## src/rtl/gcd_pkg.sv

```systemverilog
// Shared types and constants for the subtract-based GCD controller.
package gcd_pkg;

  localparam int CNT_W_DEFAULT    = 5;
  localparam int MAX_ITER_DEFAULT = 16;

  localparam logic SEL_LOAD = 1'b0;
  localparam logic SEL_SUB  = 1'b1;

  typedef enum logic [2:0] {
    IDLE  = 3'd0,
    LOAD  = 3'd1,
    CALC  = 3'd2,
    WRITE = 3'd3,
    DONE  = 3'd4,
    ERR   = 3'd5
  } gcd_state_t;

endpackage

```

## src/rtl/gcd_iter_cnt.sv

```systemverilog
// Subtraction counter: cleared on operand load, saturates at MAX_ITER.
module gcd_iter_cnt #(
  parameter int CNT_W    = 5,
  parameter int MAX_ITER = 16
) (
  input  logic             clk,
  input  logic             rst,
  input  logic             clear,
  input  logic             inc,
  output logic [CNT_W-1:0] count,
  output logic             at_max
);

  assign at_max = (count == CNT_W'(MAX_ITER));

  always_ff @(posedge clk) begin
    if (rst) begin
      count <= '0;
    end else if (clear) begin
      count <= '0;
    end else if (inc && !at_max) begin
      count <= count + 1'b1;
    end
  end

endmodule

```

## src/rtl/gcd_ctrl.sv

```systemverilog
// Sequencer for the 4-bit subtract-based GCD datapath: load, subtract until
// equal, write result, with an iteration guard for non-terminating operands.
module gcd_ctrl
  import gcd_pkg::*;
#(
  parameter int CNT_W    = CNT_W_DEFAULT,
  parameter int MAX_ITER = MAX_ITER_DEFAULT
) (
  input  logic             clk,
  input  logic             rst,
  input  logic             start,
  input  logic             equal_val,
  input  logic             less_val,
  output logic             A_sel,
  output logic             B_sel,
  output logic             AL,
  output logic             BL,
  output logic             res_L,
  output logic             rst_dp,
  output logic             busy,
  output logic             done,
  output logic             err,
  output logic [CNT_W-1:0] iter_cnt,
  output gcd_state_t       state
);

  gcd_state_t state_q, state_d;
  logic       cnt_clear, cnt_inc, at_max;

  assign state  = state_q;
  assign rst_dp = rst;

  gcd_iter_cnt #(
    .CNT_W    (CNT_W),
    .MAX_ITER (MAX_ITER)
  ) u_iter_cnt (
    .clk    (clk),
    .rst    (rst),
    .clear  (cnt_clear),
    .inc    (cnt_inc),
    .count  (iter_cnt),
    .at_max (at_max)
  );

  always_ff @(posedge clk) begin
    if (rst) begin
      state_q <= IDLE;
    end else begin
      state_q <= state_d;
    end
  end

  // Handshake: start is a level request accepted only in IDLE; while busy it
  // is ignored (not queued). Completion is the one-cycle done pulse, with err
  // alongside it when the iteration guard fired.
  always_comb begin
    state_d   = state_q;
    A_sel     = SEL_LOAD;
    B_sel     = SEL_LOAD;
    AL        = 1'b0;
    BL        = 1'b0;
    res_L     = 1'b0;
    busy      = 1'b1;
    done      = 1'b0;
    err       = 1'b0;
    cnt_clear = 1'b0;
    cnt_inc   = 1'b0;
    case (state_q)
      IDLE: begin
        busy = 1'b0;
        if (start) state_d = LOAD;
      end
      LOAD: begin
        AL        = 1'b1;
        BL        = 1'b1;
        cnt_clear = 1'b1;
        state_d   = CALC;
      end
      CALC: begin
        // Equality wins over the guard so a run finishing on the last
        // permitted subtraction still reports a result.
        if (equal_val) begin
          state_d = WRITE;
        end else if (at_max) begin
          state_d = ERR;
        end else if (less_val) begin
          BL      = 1'b1;
          B_sel   = SEL_SUB;
          cnt_inc = 1'b1;
        end else begin
          AL      = 1'b1;
          A_sel   = SEL_SUB;
          cnt_inc = 1'b1;
        end
      end
      WRITE: begin
        res_L   = 1'b1;
        state_d = DONE;
      end
      DONE: begin
        done    = 1'b1;
        state_d = IDLE;
      end
      ERR: begin
        done    = 1'b1;
        err     = 1'b1;
        state_d = IDLE;
      end
      default: state_d = IDLE;
    endcase
  end

endmodule

```

## config.mk

```make
export PLATFORM = sky130hd
export DESIGN_NAME = gcd_ctrl
export DESIGN_NICKNAME = d
export VERILOG_FILES = /design/src/rtl/gcd_pkg.sv /design/src/rtl/gcd_iter_cnt.sv /design/src/rtl/gcd_ctrl.sv
export SDC_FILE = /design/constraint.sdc
export NUM_CORES = 1
export LEC_CHECK = 0
export CORE_AREA = 2 2 39 41
export DETAILED_ROUTE_END_ITERATION = 10
export DIE_AREA = 0 0 41 43
export HOLD_SLACK_MARGIN = 0.15
export PLACE_DENSITY = 0.72
export SYNTH_ARGS = -nofsm -noshare
export SYNTH_HDL_FRONTEND = slang
export SYNTH_SLANG_ARGS = --single-unit
```

## constraint.sdc

```tcl
create_clock -name clk -period 2 [get_ports clk]
set_input_delay 0.4 -clock clk [delete_from_list [all_inputs] [get_ports clk]]
set_output_delay 0.4 -clock clk [all_outputs]
set_load 0.05 [all_outputs]
```

* Word-level counts from Yosys, hierarchy flattened
Cells that the tools add are included.
** Word-level totals
- Logic and storage cells :: 39
- Flip-flop bits (word level) :: 8
- Output and inout port bits :: 17
** Operators by class
- Reduce and logical (&&, ||, !) cells :: 6
- Add/subtract/negate cells :: 1
- Multiplexer cells :: 22
- Eq/ne operators :: 8
** Operators with widths (count)
- $mux W1 :: 16
- $pmux W3 S4 :: 1
- $mux W3 :: 3
- $eq A3 B2 Y1 const B :: 2
- $eq A3 B3 Y1 const B :: 2
- $add A5 B1 Y5 const B :: 1
- $eq A5 B5 Y1 const B :: 1
- $pmux W1 S2 :: 2
- $reduce_or A2 Y1 :: 2
- $eq A3 B1 Y1 const B :: 1
- $logic_not A3 Y1 :: 1
- $ne A3 B2 Y1 const B :: 1
- $ne A2 B2 Y1 const B :: 1
- $reduce_and A2 Y1 :: 1
- $logic_and A1 B1 Y1 :: 1
- $logic_not A1 Y1 :: 1

* Logic depth before layout (Yosys ltp)
Gate-level depths: netlist (run 1).
- Word-level depth :: 5
- Gate-level depth with buffers :: 5
- Gate-level depth less buffers :: 5

* Modules after synthesis
A second synthesis (run 1) with hierarchy kept.
** Unflattened totals
- Cell total of the unflattened synthesis :: 57
- Area total of the unflattened synthesis :: 510.5 um^2
** By module, submodules not included
- gcd_iter_cnt :: area each 281.5 um^2, sequential area each 100.1 um^2, times used 1, cells each 29
- gcd_ctrl :: area each 229.0 um^2, sequential area each 60.1 um^2, times used 1, cells each 28

* Least setup slack after synthesis (run 1)
Ideal clock, no wire load.
- Kind :: reg2out
- Start point :: register state_q[1] (netlist: state[1])
- End point :: output AL
- Path slack :: -0.928 ns
- Path buffers :: 1
- Arrival time :: 2.528 ns
- Required time :: 1.600 ns
- Stages on the path, launching flop included :: 5
- Path through :: dfxtp_1 -> clkbuf_1 -> nor4b_2 -> nand2_1 -> o21ai_0
** On the way
- Cells in the longest elaborated chain, start to end :: 2
- Elaborated cells between the ends (all ways) :: 3
** Ends and longest elaborated chain
- start: declaration :: line gcd_ctrl.sv:27 : gcd_state_t state_q, state_d;
- start signal: assignment :: line gcd_ctrl.sv:49 : state_q <= state_d;
- $eq A3 B2 Y1 / $eq A3 B1 Y1 (equally long branches) :: line gcd_ctrl.sv:68 : case (state_q)
- $pmux W1 S2 (*) :: line gcd_ctrl.sv:68
- end: declaration :: line gcd_ctrl.sv:16 : output logic AL,
Every way passes the cells marked *; elsewhere a longest branch is shown, timed or not.

* Final worst setup path (run 1)
- Start point :: register state_q[2] (netlist: state[2])
- End point :: output AL
The elaborated chain is that of the path after synthesis.

==> flow_metrics.tcl, run 1 <==
set metrics [dict create \
    die_h_um 43 \
    vias_per_cell 5.15 \
    fmax_mhz 520 \
    cts_root_buf "clkbuf_4" \
    fp-row-count 14 \
    crit_arrival_ns 1.52 \
    grt_overflow 0 \
    start_kind "flop" \
    cts_tree "done" \
    power_density_mw_per_mm2 561 \
    timing_worst_setup_path_type "flop to output port" \
    cts_buffer_depth 2 \
    via_count 515 \
    finalHoldViolations 0 \
    critPathSlowestCell "dfxtp_1" \
    die_w_um 41 \
    synthArstFlopShare_pct 0 \
    period_minus_slack_ns 1.92 \
    die-area_mm2 0.00176 \
    min_period_over_period_pct 96.2 \
    synth_cells 57 \
    routedWlPerCell_um 12.6 \
    r2r_slack_ns 0.29 \
    ios 22 \
    nets 93 \
    cts_num_sinks 8 \
    status "finished clean" \
    fin_skew_ns 0.00766 \
    layout_common_cells "buf_4 (9), clkdlybuf4s50_1 (8), buf_12 (7)" \
    relSlewSlack_pct 58.1 \
    drtIter0Drc 3 \
    avgSynthCellArea_um2 8.67 \
    hold_path_class "flop to flop" \
    postLayoutCellArea_um2 910 \
    cp.buffers_inverters 1 \
    initial_core_util_pct 35.7 \
    drc_errors 0 \
    cpPeakStageDelay_ns 0.40 \
    synth_seq_cells 8 \
    setup_violations 0 \
    cts_made_buffers 3 \
    drv_cap 0 \
    post-dp-hpwl_um 996 \
    crit_path_end_kind "output port" \
    irDropWorstVdd_uv 328 \
    drt_wl_total_um 1260 \
    syn_to_final_growth_pct 84.1 \
    drive_gt1_share_pct 38.1 \
    rsz0062_at_grt "false" \
    n_antenna_cell 0 \
    worstSkewPairLatency_ns 0.25 \
    worst_pin_slew_ns 0.621 \
    yosysWarnings 0 \
    syn-num-nets 64 \
    syn_area_um2 494 \
    placed_cell_area_um2 856 \
    place_congestion 0.629 \
    synth_flop_cell "dfxtp_1" \
    yosysUniqueCellTypes 27 \
    path_max_fanout 10 \
    total_leakage_power_uw 0.000375 \
    cts_hold_buf 0 \
    path_delay_family "simple AND/OR/NAND/NOR gates" \
    yosysSeqAreaShare_pct 32.4 \
    firstDrtPassIters 2 \
    grt_pass1_vias 493 \
    grt_pass1_wl_um 2100 \
    clkSlewWorstSetupHoldPaths_ns 0.06 \
    cts_max_level 1 \
    final_core_util_pct 65.7 \
    core_area_mm2 0.00138 \
    final_common_cell "buf_4" \
    ant_nets 0 \
    antenna_found_initial 0 \
    grt_max_degree 13 \
    crit_path_cell_trace "nor4b_4 > nand2_4 > o21ai_4 > buf_12" \
    synth-edff-count 0 \
    slew_viol_final 0 \
    portBuffers 21 \
    grt.total_usage_pct 17.6 \
    cp.required_ns 1.60 \
]
-- layout make-up --
class                      count  area (um2)
clock buffer                   3        22.5
fill                         130         474
inverter                       4        15.0
multi-input combinational     43         378
sequential                     8         165
tap                           16        20.0
timing repair buffer          26         309
-- through the flow --
step / TNS (ns) / hold slack (ns) / worst slack [ns] / instances / power [uW]
finish: 0 / 0.514 / 0.0758 / 100 / 510
floorplan: 0 / 0.477 / 0.0239 / 57 / 304
global route: 0 / 0.538 / 0.000297 / 100 / 539
global placement: -0.225 / 0.490 / -0.0956 / 96 / 383
detailed placement: -0.337 / 0.509 / -0.110 / 96 / 386
CTS: 0 / 0.517 / 0.0616 / 100 / 517
-- Yosys cell counts, types with 2 or more instances --
cell / number / area [um2]
a21oi_1: 3 / 15.0
dfxtp_1: 8 / 160
ha_1: 2 / 25.0
inv_1: 4 / 15.0
mux2i_1: 2 / 20.0
nand2_1: 2 / 7.51
nand2b_1: 2 / 12.5
nand3_1: 2 / 10.0
nand3b_1: 3 / 22.5
nand4_1: 2 / 12.5
nor2_1: 3 / 11.3
nor2b_1: 2 / 12.5
o21ai_0: 6 / 30.0
or3b_1: 3 / 26.3
-- what timing repair did --
item,CTS,global route
pin swaps,2,0
endpoints found under the setup margin,4,1
resized for setup,4,1
endpoints found under the hold margin,0,0
setup buffers,1,0
-- path summary, 6_finish.rpt --
check	from	end	cells past startpoint
min reg2reg	u_iter_cnt.count[1]	u_iter_cnt.count[1]	2
max	state[2]	AL	4
max reg2reg	u_iter_cnt.count[0]	state[0]	5
min	u_iter_cnt.count[1]	u_iter_cnt.count[1]	2
-- registers in the layout, summed over array words and instances (netlist names) --
name / cells
u_iter_cnt.count: 5
state: 3
-- per-layer routing --
metal  global-route usage (%)  up-vias  part of all wire [%]
met5                        0        -                     0
met4                     10.0        0                  0.96
met3                     3.14        2                   3.7
met2                     27.5        8                    54
met1                     21.2      240                    41
li1                         -      265                     -
-- tightest hold or removal path: cells and delay by family (launching register included) --
family / cells / cell delay, ns
flip-flops: 1 / 0.33
AO/OA/AOI/OAI: 2 / 0.13
-- logic make-up after synthesis --
group,share of synthesized area (%)
AOI/OAI and AO/OA,11.9
adders and majority gates,5.06
buffers and inverters,5.32
DFF,32.4
muxes,4.05
and+or+nand+nor,41.3
-- power breakdown --
part           internal, uW  switching [uW]  total, uW
Clock                  68.9            57.3        126
Sequential              167            14.5        181
Combinational          88.3             114        202
Total                   324             186        510
No activity file was read; power rests on OpenSTA's default activity.
==> inputs of run 2 (changes only) <==
==> constraint.sdc (replaced) <==
create_clock -name clk -period 2 [get_ports clk]
set_input_delay 0.2 -clock clk [delete_from_list [all_inputs] [get_ports clk]]
set_output_delay 0.2 -clock clk [all_outputs]
set_load 0.05 [all_outputs]
==> run 2 against run 1 <==
Compared with the run above: sequential power barely moved; routed wire length down 6.4%; core utilization decreased by 6.1 points; critical path depth fell by 2; worst setup slack got worse by 0.0048 ns; via count shrank 2.5%; clock skew decreased by 0.0042 ns; clock power barely moved.
==> flow_metrics.tcl, run 2 (synthesis results as in run 1) <==
set metrics [dict create \
    grt_max_degree 13 \
    cts_tree "done" \
    worstSkewPairLatency_ns 0.26 \
    die_h_um 43 \
    finalHoldViolations 0 \
    post-dp-hpwl_um 904 \
    setup_violations 0 \
    nets 89 \
    rsz0062_at_grt "false" \
    timing_worst_setup_path_type "flop to output port" \
    cp.required_ns 1.80 \
    cts_buffer_depth 2 \
    place_congestion 0.705 \
    relSlewSlack_pct 63.0 \
    antenna_found_initial 0 \
    min_period_over_period_pct 96.4 \
    grt_pass1_wl_um 2010 \
    slew_viol_final 0 \
    n_antenna_cell 0 \
    firstDrtPassIters 2 \
    grt_pass1_vias 483 \
    place_ws_ns 0.198 \
    pwr-share-seq_pct 36.0 \
    initial_core_util_pct 35.7 \
    routedWlPerCell_um 12.3 \
    ios 22 \
    clkSlewWorstSetupHoldPaths_ns 0.05 \
    largest_register_ffs 5 \
    combPwrFrac_pct 38.2 \
    whs_ns 0.531 \
    irDropWorstVdd_uv 360 \
    setup_ws_ns 0.0711 \
    fin_setup_tns_ns 0 \
    postLayoutCellArea_um2 825 \
    cts_max_level 1 \
    drt_wl_total_um 1180 \
    largest-register "u_iter_cnt.count" \
    start_kind "flop" \
    drv_cap 0 \
    path_max_fanout 10 \
    power_switching_uw 183 \
    cts_root_buf "clkbuf_4" \
    layout_common_cells "clkdlybuf4s50_1 (13), dfxtp_1 (7)" \
    ant_nets 0 \
    die-area_mm2 0.00176 \
    final_common_cell "clkdlybuf4s50_1" \
    cts_setup_buffers 0 \
    status "finished clean" \
    cts_num_sinks 8 \
    via_count 502 \
    grt.total_usage_pct 17.4 \
    clkPwrFrac_pct 25.7 \
    crit_arrival_ns 1.73 \
    drtIter0Drc 5 \
    period_minus_slack_ns 1.93 \
    core_area_mm2 0.00138 \
    power_density_mw_per_mm2 604 \
    cts_made_buffers 3 \
    portBuffers 21 \
    fmax_mhz 518 \
    syn_to_final_growth_pct 66.8 \
    total_leakage_power_uw 0.000332 \
    grt_overflow 0 \
    drive_gt1_share_pct 25.0 \
    crit_path_end_kind "output port" \
    r2r_slack_ns 0.43 \
    switching_share_pct 36.7 \
    fp-row-count 14 \
    placed_cell_area_um2 792 \
    vias_per_cell 5.23 \
    drc_errors 0 \
    final_core_util_pct 59.6 \
    hold_path_class "flop to flop" \
    p_int_uw 315 \
    die_w_um 41 \
    worst_pin_slew_ns 0.547 \
    fin_skew_ns 0.00345 \
]
[run 2: cell count changes in the layout (fill, tap and decap cells not counted)]
cell / before / now
nand4bb_1: 0 / 1
clkdlybuf4s50_1: 8 / 13
dfxtp_1: 4 / 7
dlygate4sd2_1: 1 / 0
nor4b_2: 0 / 1
nor4b_4: 1 / 0
dfxtp_2: 4 / 1
nand4bb_4: 1 / 0
buf_12: 7 / 4
buf_4: 9 / 4
[run 2: repair_timing]
action	4_1_cts	5_1_grt
endpoints found under the setup margin	0	5
hold buffers	0	0
resized for setup	0	3
[run 2: cell type report]
type	instances	area, um2
Clock buffer	3	22.5
Multi-Input combinational cell	43	353
Inverter	4	15.0
Timing Repair Buffer	22	253
Sequential cell	8	161
Fill cell	140	559
Tap cell	16	20.0
[run 2: power groups by stage]
stage                     Clock, uW  Combinational, uW  Sequential [uW]
after global routing            146                200              181
final                           128                190              179
after floorplan                   0                102              198
after global placement            0                189              183
after detailed placement          0                190              183
after CTS                       132                191              179
[run 2: critical path: stages (launching register included)]
cell	delay (ns)
dfxtp_1	0.38
or3_1	0.38
clkdlybuf4s50_1	0.71
[run 2: path summary, 6_finish.rpt]
path / start / endpoint / depth (start not counted)
worst max-delay path: state[2] / busy / 2
worst min register to register: u_iter_cnt.count[4] / u_iter_cnt.count[4] / 2
worst min-delay path: u_iter_cnt.count[4] / u_iter_cnt.count[4] / 2
worst max register to register: state[2] / u_iter_cnt.count[2] / 3
[run 2: metal layers]
metal	global-route usage (%)	wire length, um
met5	0	0
met3	8.90	70
met4	8.00	19
met1	18.9	477
met2	26.6	608
[run 2: through the flow]
stage | std cells | total power [uW]
detailed placement | 93 | 373
floorplan | 57 | 300
global route | 96 | 528
CTS | 96 | 502
global placement | 93 | 371
finish | 96 | 498
